$ cat src/rtl/ysyx_22040127_mulctl_pkg.sv
// Shared types and helpers for the RV64M multiplier sequencing controller.
package ysyx_22040127_mulctl_pkg;

    localparam int unsigned MUL_XLEN = 64;

    typedef enum logic [1:0] {
        OP_MUL    = 2'b00,
        OP_MULH   = 2'b01,
        OP_MULHSU = 2'b10,
        OP_MULHU  = 2'b11
    } mul_op_e;

    typedef enum logic [1:0] {
        S_IDLE  = 2'b00,
        S_WAIT  = 2'b01,
        S_HOLD  = 2'b10,
        S_DRAIN = 2'b11
    } state_e;

    // One cached product together with the operands and signedness that made it.
    typedef struct packed {
        logic [MUL_XLEN-1:0] src1;
        logic [MUL_XLEN-1:0] src2;
        logic                xs;
        logic                ys;
        logic [MUL_XLEN-1:0] high;
        logic [MUL_XLEN-1:0] low;
    } cache_entry_t;

    // Operand signedness {xs, ys}; MUL/MULW use signed, low half is sign-agnostic anyway.
    function automatic logic [1:0] op_signs(input mul_op_e op);
        case (op)
            OP_MULHSU: return 2'b10;
            OP_MULHU:  return 2'b00;
            default:   return 2'b11;
        endcase
    endfunction

    // Pick the architectural result from a 128-bit product.
    function automatic logic [MUL_XLEN-1:0] sel_result(input mul_op_e op, input logic word,
                                                       input logic [MUL_XLEN-1:0] high,
                                                       input logic [MUL_XLEN-1:0] low);
        if (op == OP_MUL) begin
            if (word) return {{(MUL_XLEN-32){low[31]}}, low[31:0]};
            return low;
        end
        return high;
    endfunction

endpackage

$ cat src/rtl/ysyx_22040127_mulctl_cache.sv
// One-entry operand-reuse cache: stores the last completed product and its tag.
module ysyx_22040127_mulctl_cache
    import ysyx_22040127_mulctl_pkg::*;
#(
    parameter bit REUSE_EN = 1'b1
) (
    input  logic                clk,
    input  logic                rst,
    input  logic [MUL_XLEN-1:0] q_src1_i,
    input  logic [MUL_XLEN-1:0] q_src2_i,
    input  mul_op_e             q_op_i,
    input  logic                q_xs_i,
    input  logic                q_ys_i,
    input  logic                we_i,
    input  cache_entry_t        w_entry_i,
    output logic                hit_c_o,
    output logic [MUL_XLEN-1:0] high_o,
    output logic [MUL_XLEN-1:0] low_o
);

    logic         valid_q;
    cache_entry_t entry_q;

    // Entry storage; only reset clears it since a product depends solely on its operands.
    always_ff @(posedge clk or posedge rst) begin
        if (rst) begin
            valid_q <= 1'b0;
            entry_q <= '0;
        end else if (we_i) begin
            valid_q <= 1'b1;
            entry_q <= w_entry_i;
        end
    end

    // Tag compare; a plain MUL hits regardless of signedness because the low half is identical.
    always_comb begin
        hit_c_o = REUSE_EN && valid_q
                  && (q_src1_i == entry_q.src1) && (q_src2_i == entry_q.src2)
                  && ((q_op_i == OP_MUL) || ({q_xs_i, q_ys_i} == {entry_q.xs, entry_q.ys}));
    end

    assign high_o = entry_q.high;
    assign low_o  = entry_q.low;

endmodule

$ cat src/rtl/ysyx_22040127_mulctl.sv
// Sequencing controller between the EXU and the 2-stage 64x64 multiplier.
module ysyx_22040127_mulctl
    import ysyx_22040127_mulctl_pkg::*;
#(
    parameter int unsigned XLEN     = MUL_XLEN,
    parameter bit          REUSE_EN = 1'b1
) (
    input  logic            clk,
    input  logic            rst,
    input  logic            in_valid,
    output logic            in_ready,
    input  logic [1:0]      in_op,
    input  logic            in_word,
    input  logic [XLEN-1:0] in_src1,
    input  logic [XLEN-1:0] in_src2,
    input  logic            flush,
    output logic            out_valid,
    input  logic            out_ready,
    output logic [XLEN-1:0] out_data,
    output logic [XLEN-1:0] mul_x,
    output logic [XLEN-1:0] mul_y,
    output logic            mul_xs,
    output logic            mul_ys,
    output logic            mul_type,
    input  logic [XLEN-1:0] mul_high,
    input  logic [XLEN-1:0] mul_low,
    input  logic            mul_ok
);

    state_e          state_q, state_d;
    logic            out_valid_q, out_valid_d;
    logic [XLEN-1:0] out_data_q, out_data_d;
    mul_op_e         lat_op_q, lat_op_d;
    logic            lat_word_q, lat_word_d;
    logic [XLEN-1:0] lat_src1_q, lat_src1_d;
    logic [XLEN-1:0] lat_src2_q, lat_src2_d;
    logic            lat_xs_q, lat_xs_d;
    logic            lat_ys_q, lat_ys_d;

    mul_op_e         req_op_c;
    logic            accept_c;
    logic            hit_c;
    logic            cache_we_c;
    cache_entry_t    cache_wr_c;
    logic [XLEN-1:0] c_high, c_low;

    // Request decode and handshake; operands go straight to the multiplier.
    assign req_op_c          = mul_op_e'(in_op);
    assign {mul_xs, mul_ys}  = op_signs(req_op_c);
    assign mul_x             = in_src1;
    assign mul_y             = in_src2;
    assign in_ready          = !flush && ((state_q == S_IDLE) || ((state_q == S_HOLD) && out_ready));
    assign accept_c          = in_valid && in_ready;

    // Cache fill payload comes from the request latched at accept time.
    always_comb begin
        cache_wr_c      = '0;
        cache_wr_c.src1 = lat_src1_q;
        cache_wr_c.src2 = lat_src2_q;
        cache_wr_c.xs   = lat_xs_q;
        cache_wr_c.ys   = lat_ys_q;
        cache_wr_c.high = mul_high;
        cache_wr_c.low  = mul_low;
    end

    ysyx_22040127_mulctl_cache #(
        .REUSE_EN (REUSE_EN)
    ) u_cache (
        .clk       (clk),
        .rst       (rst),
        .q_src1_i  (in_src1),
        .q_src2_i  (in_src2),
        .q_op_i    (req_op_c),
        .q_xs_i    (mul_xs),
        .q_ys_i    (mul_ys),
        .we_i      (cache_we_c),
        .w_entry_i (cache_wr_c),
        .hit_c_o   (hit_c),
        .high_o    (c_high),
        .low_o     (c_low)
    );

    // Next-state and datapath control; an accept (only legal in IDLE/HOLD) overrides the per-state move.
    always_comb begin
        state_d     = state_q;
        out_valid_d = out_valid_q;
        out_data_d  = out_data_q;
        lat_op_d    = lat_op_q;
        lat_word_d  = lat_word_q;
        lat_src1_d  = lat_src1_q;
        lat_src2_d  = lat_src2_q;
        lat_xs_d    = lat_xs_q;
        lat_ys_d    = lat_ys_q;
        mul_type    = 1'b0;
        cache_we_c  = 1'b0;

        case (state_q)
            S_WAIT: begin
                if (mul_ok) begin
                    state_d = S_IDLE;
                    if (!flush) begin
                        out_data_d  = sel_result(lat_op_q, lat_word_q, mul_high, mul_low);
                        out_valid_d = 1'b1;
                        cache_we_c  = 1'b1;
                        state_d     = S_HOLD;
                    end
                end else if (flush) begin
                    state_d = S_DRAIN;
                end
            end
            S_HOLD: begin
                if (flush || out_ready) begin
                    out_valid_d = 1'b0;
                    state_d     = S_IDLE;
                end
            end
            S_DRAIN: begin
                if (mul_ok) state_d = S_IDLE;
            end
            default: ;
        endcase

        if (accept_c) begin
            if (hit_c) begin
                out_data_d  = sel_result(req_op_c, in_word, c_high, c_low);
                out_valid_d = 1'b1;
                state_d     = S_HOLD;
            end else begin
                mul_type    = 1'b1;
                lat_op_d    = req_op_c;
                lat_word_d  = in_word;
                lat_src1_d  = in_src1;
                lat_src2_d  = in_src2;
                lat_xs_d    = mul_xs;
                lat_ys_d    = mul_ys;
                state_d     = S_WAIT;
            end
        end
    end

    // State and output registers.
    always_ff @(posedge clk or posedge rst) begin
        if (rst) begin
            state_q     <= S_IDLE;
            out_valid_q <= 1'b0;
            out_data_q  <= '0;
            lat_op_q    <= OP_MUL;
            lat_word_q  <= 1'b0;
            lat_src1_q  <= '0;
            lat_src2_q  <= '0;
            lat_xs_q    <= 1'b0;
            lat_ys_q    <= 1'b0;
        end else begin
            state_q     <= state_d;
            out_valid_q <= out_valid_d;
            out_data_q  <= out_data_d;
            lat_op_q    <= lat_op_d;
            lat_word_q  <= lat_word_d;
            lat_src1_q  <= lat_src1_d;
            lat_src2_q  <= lat_src2_d;
            lat_xs_q    <= lat_xs_d;
            lat_ys_q    <= lat_ys_d;
        end
    end

    assign out_valid = out_valid_q;
    assign out_data  = out_data_q;

endmodule

$ cat config.mk
export PLATFORM = sky130hd
export DESIGN_NAME = ysyx_22040127_mulctl
export DESIGN_NICKNAME = d
export VERILOG_FILES = /design/src/rtl/ysyx_22040127_mulctl_pkg.sv /design/src/rtl/ysyx_22040127_mulctl_cache.sv /design/src/rtl/ysyx_22040127_mulctl.sv
export SDC_FILE = /design/constraint.sdc
export NUM_CORES = 1
export LEC_CHECK = 0
export CAP_MARGIN = 10
export CORE_MARGIN = 2
export CORE_UTILIZATION = 50
export DETAILED_ROUTE_END_ITERATION = 12
export GPL_ROUTABILITY_DRIVEN = 0
export PLACE_DENSITY = 0.9
export SYNTH_ARGS = -nofsm -noshare
export SYNTH_HDL_FRONTEND = slang
export SYNTH_SLANG_ARGS = --single-unit
$ cat constraint.sdc
create_clock -name clk -period 18.5 [get_ports clk]
set_input_delay 1.85 -clock clk [delete_from_list [all_inputs] [get_ports clk]]
set_output_delay 1.85 -clock clk [all_outputs]
set_load 0.02 [all_outputs]
; Word-level counts from Yosys, hierarchy flattened
; Index checks and enable logic that the tools add are counted.
[word_totals]
ff_bits = 459
input_bits = 265
output_inout_bits = 197
[op_classes]
n_eq_ne = 11
muxes = 49
bitwise = 1
n_reduce_logical = 16
[ops]
columns = cell, n
row1 = $mux 64, 13
row2 = $eq 64x64->1, 2
row3 = $mux 1, 26
row4 = $mux 2, 7
row5 = $eq 2x2->1 const B, 4
row6 = $logic_and 1x1->1, 6
row7 = $logic_not 2->1, 3
row8 = $pmux 2 s3, 1
row9 = $ne 4x4->1 const B, 1
row10 = $pmux 2 s2, 1
row11 = $reduce_and 4->1, 1
row12 = $reduce_bool 4->1, 1
row13 = $logic_or 1x1->1, 3
row14 = $ne 3x2->1 const B, 1
row15 = $ne 3x3->1 const B, 1
row16 = $eq 2x1->1 const B, 1
row17 = $eq 2x2->1, 1
row18 = $pmux 1 s2, 1
row19 = $reduce_and 2->1, 1
row20 = $logic_not 1->1, 1
row21 = $not 1->1, 1

; Depth between registers and ports, before layout
; Gate-level depths: netlist (run 1).
[depth]
word_depth = 13
mapped_depth = 9
ltp_nobuf = 9

; By module
; A second synthesis (run 1) with hierarchy kept.
[unflattened]
cells_unflattened = 1898
hier_area_um2 = 22988.3
[modules_own_cells]
columns = module, n_inst, cells_per_inst, area_each_um2
row1 = ysyx_22040127_mulctl_cache, 1, 939, 12149.2
row2 = ysyx_22040127_mulctl, 1, 959, 10839.1

; Worst setup path after synthesis (run 1)
; Ideal clock, no wire load.
[synth_path]
path_type = input-to-output
startpoint = in in_src2[21]
endpoint = out mul_type
t_arrival_ps = 3605
slack_ps = 13045
path_stages = 8
path_buffers = 2
path_cell_list = nor2b_1 > a2111o_1 > a2111oi_0 > nand4_1 > nor4_2 > a21oi_2 > buf_4 > buf_6
[synth_between]
elab_chain_len = 5
[synth_rtl]
columns = element, line_no
row1 = start: declaration, ysyx_22040127_mulctl.sv:15  ; input logic [XLEN-1:0] in_src2,
row2 = $eq 64x64->1, ysyx_22040127_mulctl_cache.sv:38  ; && (q_src1_i == entry_q.src1) && (q_src2_i == entry_q.src2)
row3 = $logic_and 1x1->1, ysyx_22040127_mulctl_cache.sv:38
row4 = $logic_and 1x1->1, ysyx_22040127_mulctl_cache.sv:39  ; && ((q_op_i == OP_MUL) || ({q_xs_i, q_ys_i} == {entry_q.xs, entry_q.ys}));
row5 = $mux 1, ysyx_22040127_mulctl.sv:124  ; if (hit_c) begin
row6 = $mux 1, ysyx_22040127_mulctl.sv:123  ; if (accept_c) begin
row7 = end: declaration, ysyx_22040127_mulctl.sv:24  ; output logic mul_type,
; No other way between the ends.

; Worst setup path after layout (run 1)
[layout_path]
startpoint = in in_src2[23]
endpoint = out mul_type
; Same word-level chain as after synthesis.

==> summary.txt, run 1 <==
Floorplanning
  • # rows: 76
  • Top-level I/O count: 462
  • Die X: 213 um
  • Die ar.: 45600 um2
  • Initial core utilization: 50.8%
  • Core Region: 43200 um2
  • Die outline height: 213 um

Clocking
  • Cts repair resizes: 0
  • CTS root buf: clkbuf_16
  • Post-CTS setup repair buffer count: 0
  • Clk_lat worst skew: 590 ps
  • TritonCTS Buffers: 48
  • Clk sinks: 459
  • Clock slew at reported path FFs: 60 ps
  • CTS tree: yes
  • Hold-fix buffers, CTS: 0
  • H-tree levels: 2
  • Longest Clk Path Bufs: 3

Cells and area
  • Final nets: 2871
  • Layout cell share with drive strength beyond 1: 7.02%
  • Area growth syn-to-layout: 26.1%
  • Filler cells: 3232

Global routing
  • Congestion Overflow GR: 0
  • Global-route wire length before repair: 98800 um
  • Largest net degree at the start of global routing: 252
  • Vias in the first global route: 18247
  • Initial antenna violation count: 6
  • GRT Total Usage: 27.7%

Synth
  • Mean Syn Cell Area: 9.40 um2
  • Commonest cells post-synth: nand2_1 (807), dfrtp_1 (459), a21oi_1 (163)
  • Seq cells post-synth: 459
  • Top FF cell, synth: dfrtp_1
  • EDFF count, synth: 0
  • Area share of the largest cell type after synthesis: 52.3%
  • Seq/Total Area, Yosys: 52.3%
  • Largest cells by area after synthesis: dfrtp_1 (52%), nand2_1 (14%), mux2i_1 (4.5%)
  • Ys async rst share: 100%
  • Unique masters post-synth: 43
  • Most common cell in the netlist: nand2_1
  • Mapped Nets: 2604
  • Synth area leader: dfrtp_1
  • Yosys warnings: 0
  • Cell Area, Synth: 21900 um2
  • Mapped Cells: 2334

Detailed routing
  • DRT met1 WL: 26000 um
  • Uppermost layer routed: met5
  • DRC: 0
  • Met3 Wirelength: 4770 um
  • Antenna Nets Post-Route: 0
  • Vias/cell: 5.61
  • Post-Route WL: 63900 um
  • WL met2: 30300 um
  • Drt initial violations: 1978
  • DR WL/cell: 19.8 um
  • Vias: 18095
  • Drt pass-1 iters: 8

Setup path
  • Crit. End Element: output pin
  • Startpoint Class: primary input
  • Critical-path maximum fanout: 4
  • WP data arrival: 5250 ps
  • Critical path class: in -> out
  • Req. time, crit path: 16650 ps

STA
  • Slew Limit Headroom: 16.7%
  • Final Hold Vio Count: 0
  • Clock Skews: 23.9 ps
  • Fin crit share: 38.4%
  • Worst-margin pin slew: 1250 ps
  • Final min period: 7100 ps
  • Setup TNS: 0 ps
  • Slew Limit Fails: 0
  • RSZ-0062 raised after global routing: no
  • Final WS setup: 11400 ps
  • Fmax: 141 MHz
  • Number of setup violations in the final report: 0

Status
  • Outcome: completed

Place
  • Dpl hpwl: 42500 um
  • Worst slack at placement: 11430 ps
  • Port Buffers: 461

Power
  • Worst VDD drop: 0.165 mV
  • Pleak: 13.0 nW
  • Power per cell area: 153 nW/um2

Hold path
  • Hold Path Class: reg -> reg

Run
  • MaxCap Viol Count: 0
[final cells by class]
class	instances	area, um2	area share, %
multi-input cells	1566	8810	31.8
diodes	7	17.5	0.0633
clock inverters	16	206	0.746
flip-flops and latches	459	11500	41.5
clock buffers	67	1420	5.11
repair buffers	478	4820	17.4
well taps	585	732	2.65
inverters	48	188	0.678
[final timing paths]
path                                      start                    to  slack, ps  cells after the start
setup / recovery                    in_src2[23]              mul_type      11400                      8
hold / removal                   lat_src2_q[41]  u_cache.entry_q[171]        450                      2
setup reg to reg           u_cache.entry_q[151]          out_data[57]      14540                      8
hold reg to reg                  lat_src2_q[41]  u_cache.entry_q[171]        450                      2
max in group asynchronous                   rst        lat_src1_q[40]      14280                      4
min in group asynchronous                   rst        lat_src1_q[30]       1810                      2
[per-layer routing]
layer  track usage [%]  vias up
li1                  -     8106
met1              36.8     8925
met2              43.5      873
met3              5.62      189
met4              13.8        2
met5                 0        -
[report_power, final]
part	total (W)	internal (W)	leakage [nW]	switching, W
Clock	0.000997	0.000589	0.792	0.000408
Sequential	0.00179	0.00150	5.67	0.000294
Combinational	0.00145	0.000638	6.55	0.000811
[kinds of logic (layout without fill, tap and decap cells)]
family | Yosys count | in the layout | share of synthesized area [%]
flops | 459 | 459 | 52.3
xor+xnor | 76 | 76 | 3.03
other cells | 0 | 7 | 0
compound gates | 328 | 328 | 8.57
buf+inv | 309 | 609 | 7.69
simple gates | 927 | 927 | 16.8
mux | 230 | 230 | 11.2
fa+ha+maj | 5 | 5 | 0.285
[layout by cell type (no fill, tap or decap), types with 3 or more instances in the layout]
cell type / instances
buf_12: 3
nor2_1: 35
and2_1: 3
clkinvlp_4: 3
clkbuf_8: 10
inv_1: 47
mux2_2: 85
diode_2: 7
bufinv_16: 4
clkdlybuf4s50_1: 461
clkbuf_1: 7
nor2b_1: 32
ha_1: 5
xor2_1: 54
clkbuf_16: 50
mux2i_1: 99
nand4_1: 12
nor3_1: 3
mux2_1: 46
o22ai_1: 16
a2111oi_0: 5
nand2_1: 807
a21oi_1: 163
xnor2_1: 22
nor4_1: 20
nand2b_1: 6
clkinv_2: 6
a2111o_1: 9
a22o_1: 3
dfrtp_1: 459
o2bb2ai_1: 5
buf_4: 12
a211oi_1: 33
o21ai_0: 84
[critical path, stage by stage]
cell and delay [ps]:
clkdlybuf4s50_1 520, nor2b_1 190, a2111o_1 420, a2111oi_0 660, nand4_1 170, nor3_1 650
a21oi_4 200, clkdlybuf4s50_1 580
[per-stage QoR]
step	util, %	hold slack, ps	total power [W]	cells	instance area (um2)
after floorplan	-	427	0.00267	2334	21900
after global routing	64.1	479	0.00448	3224	27700
after CTS	64.1	460	0.00424	3219	27700
after global placement	60.2	438	0.00311	3134	26000
final	64.1	445	0.00424	3226	27700
after detailed placement	60.3	445	0.00322	3136	26000
[state kept, by name, indices dropped and copies added, names as in the netlist]
signal	cells
out_data	64
u_cache.low_o	64
lat_ys_q	1
u_cache.high_o	64
state_q	2
lat_op_q	2
lat_xs_q	1
lat_src2_q	64
lat_src1_q	64
out_valid	1
lat_word_q	1
u_cache.entry_q	130
u_cache.valid_q	1
Power figures use the tool's default switching activity.
==> inputs of run 2 (changes only) <==
- CORE_UTILIZATION: 50 -> 47
- PLACE_DENSITY: 0.9 -> 0.88
- clock period: 18.5 -> 5.91 ns (I/O delays scaled with it)
==> run 2 against run 1 <==
Die area is 6.3% higher. Final cell count is 0.81% higher. Register-to-register slack worse by 12000 ps. Clock skew is 14 ps higher. Design area is 0.23% higher. Sequential share of layout area is 0.094 points lower. Wire length is 0.30% lower. Critical endpoint unchanged.
==> summary.txt, run 2 (synthesis gave the netlist of run 1 again) <==
Status
  • Outcome: completed

Cells and area
  • Area growth syn-to-layout: 26.4%
  • Layout cell share with drive strength beyond 1: 7.15% (+0.13 points)
  • Final nets: 2873 (+0.070%)
  • Most common cell after layout, fill and taps aside: nand2_1
  • Max FFs per register: 130 (unchanged)
  • Most flops, register: u_cache.entry_q
  • Final design instance area without fill: 27700 um2 (+0.23%)
  • Non-filler cells, final: 3252 (+0.81%)
  • Highest-count cells in the layout ignoring fill and taps: nand2_1 (807), clkdlybuf4s50_1 (461), dfrtp_1 (459), a21oi_1 (163), mux2i_1 (99)

Clocking
  • Longest Clk Path Bufs: 3 (unchanged)
  • CTS tree: yes
  • Hold-fix buffers, CTS: 0 (unchanged)
  • H-tree levels: 2 (unchanged)
  • Clk_lat worst skew: 610 ps (+20 ps)
  • Clk sinks: 459 (unchanged)
  • Post-CTS setup repair buffer count: 0 (unchanged)
  • CTS root buf: clkbuf_16
  • Clock slew at reported path FFs: 60 ps (about the same)
  • TritonCTS Buffers: 50 (+4.2%)
  • Cts repair resizes: 0 (unchanged)

STA
  • Worst-margin pin slew: 1250 ps (+3.32 ps)
  • Slew Limit Headroom: 16.5% (-0.22 points)
  • Fin crit share: 70.5%
  • Final WS setup: 1740 ps (-9650 ps)
  • Hold WS: 425 ps (-20.3 ps)
  • Clock Skews: 38.2 ps (+14.4 ps)
  • Slew Limit Fails: 0 (unchanged)
  • Number of setup violations in the final report: 0 (unchanged)
  • Fmax: 240 MHz
  • RSZ-0062 raised after global routing: no
  • Final min period: 4170 ps
  • Final Hold Vio Count: 0 (unchanged)

Setup path
  • Startpoint Class: primary input
  • Slowest stage delay, CP: 670 ps (about the same)
  • Worst path cell trace: clkdlybuf4s50_1, nor2b_1, a2111o_1, a2111oi_0, nand4_1, nor4_2, a21oi_4, clkdlybuf4s50_1
  • Critical path class: in -> out
  • Crit-path slowest cell: clkdlybuf4s50_1
  • WP data arrival: 3570 ps (-1680 ps)
  • Most frequent CP cell: clkdlybuf4s50_1
  • R2R depth: 9 (+1)
  • Req. time, crit path: 5320 ps (-11330 ps)
  • Crit. End Element: output pin
  • Critical-path maximum fanout: 4 (unchanged)

Floorplanning
  • Core Region: 46400 um2 (+7.4%)
  • Die outline height: 220 um (+3.1%)
  • # rows: 79 (+3.9%)
  • Die ar.: 48400 um2 (+6.3%)
  • Top-level I/O count: 462 (unchanged)
  • Die X: 220 um (+3.1%)
  • Initial core utilization: 47.3% (-3.5 points)

Detailed routing
  • Vias: 18020 (-0.41%)
  • Antenna Nets Post-Route: 0 (unchanged)
  • Vias/cell: 5.54 (-1.2%)
  • DRC: 0 (unchanged)
  • DR WL/cell: 19.6 um (-1.1%)
  • Drt pass-1 iters: 6 (-2)
  • Post-Route WL: 63700 um (-0.30%)
  • Drt initial violations: 2069 (+4.6%)

Global routing
  • Congestion Overflow GR: 0 (unchanged)
  • Vias in the first global route: 18027 (-1.2%)
  • Global-route wire length before repair: 98200 um (-0.61%)
  • Largest net degree at the start of global routing: 237 (-6.0%)
  • Initial antenna violation count: 4 (-2)
  • GRT Total Usage: 25.8% (-1.9 points)

Power
  • Logic pwr share: 34.0% (-0.2 points)
  • Worst VDD drop: 0.256 mV (+55%)
  • Power Total: 0.0132 W (+210%)
  • Pleak: 13.0 nW (+0.16%)
  • Net Sw Frac: 35.9% (+0.17 points)
  • Sequential share of power: 42.5% (+0.2 points)
  • P_int: 0.00849 W (+210%)
  • Clk pwr share: 23.6% (about the same)
  • P_sw: 0.00475 W (+210%)
  • Power per cell area: 477 nW/um2 (+210%)

Place
  • Worst slack at placement: 1390 ps (-10040 ps)
  • Placed cell areas: 26100 um2 (+0.16%)
  • Dpl hpwl: 42500 um (about the same)
  • Placed cells: 3158 (+0.70%)
  • Port Buffers: 461 (unchanged)

Run
  • MaxCap Viol Count: 0 (unchanged)

Hold path
  • Hold Path Class: in -> async
[run 2: cell count changes in the layout (fill, tap and decap cells not counted)]
cell	delta
inv_8	-1
bufinv_16	-2
clkinvlp_4	+1
buf_4	-2
buf_16	-1
clkinv_2	+2
clkinv_16	+1
clkbuf_8	+2
buf_12	+3
diode_2	-4
clkbuf_1	+4
inv_6	+1
[run 2: power by group through the flow]
| stage | clock (W) | combinational, W | sequential [W] |
|---|---|---|---|
| 6_report | 0.00312 | 0.00449 | 0.00562 |
| 5_1_grt | 0.00330 | 0.00495 | 0.00578 |
| 3_3_place_gp | 0 | 0.00422 | 0.00551 |
| 2_1_floorplan | 0 | 0.00272 | 0.00565 |
| 3_5_place_dp | 0 | 0.00444 | 0.00563 |
| 4_1_cts | 0.00316 | 0.00449 | 0.00560 |
[run 2: worst max-delay path, delay by kind of cell]
family                 cells  cell delay, ps
and+or+nand+nor            3             890
AOI/OAI and AO/OA          3             930
buffers and inverters      2            1160
[run 2: cell type report]
cell class              instances  area (um2)
diodes                          3        7.51
clock buffers                  73        1460
clock inverters                18         195
fillers                      3609       18600
inverters                      48         184
multi-input cells            1566        8810
flip-flops and latches        459       11500
well taps                     607         759
repair buffers                478        4840
[run 2: stage by stage]
step	setup TNS, ps	util (%)
2_1_floorplan	-409430	-
6_report	0	59.8
3_5_place_dp	0	56.2
5_1_grt	0	59.8
4_1_cts	0	59.8
3_3_place_gp	0	56.2
[run 2: final timing paths]
kind                                      start                    to  slack (ps)
max reg2reg                u_cache.entry_q[151]         lat_src2_q[0]        2170
max                                 in_src2[21]              mul_type        1740
min in group clk                 lat_src2_q[14]  u_cache.entry_q[144]         460
min                                         rst        lat_src1_q[50]         430
min reg2reg                      lat_src2_q[14]  u_cache.entry_q[144]         460
max in group asynchronous                   rst     u_cache.high_o[6]        4060
[run 2: per-layer routing]
metal  up-vias  share of wire, %  track usage, %  routed length, um
li1       8085                 -               -                  -
met1      8919                41            34.9              26100
met2       827                48            41.3              30300
met3       187               7.3            4.38               4640
met4         2               4.2            10.9               2660
met5         -             0.017               0                 11
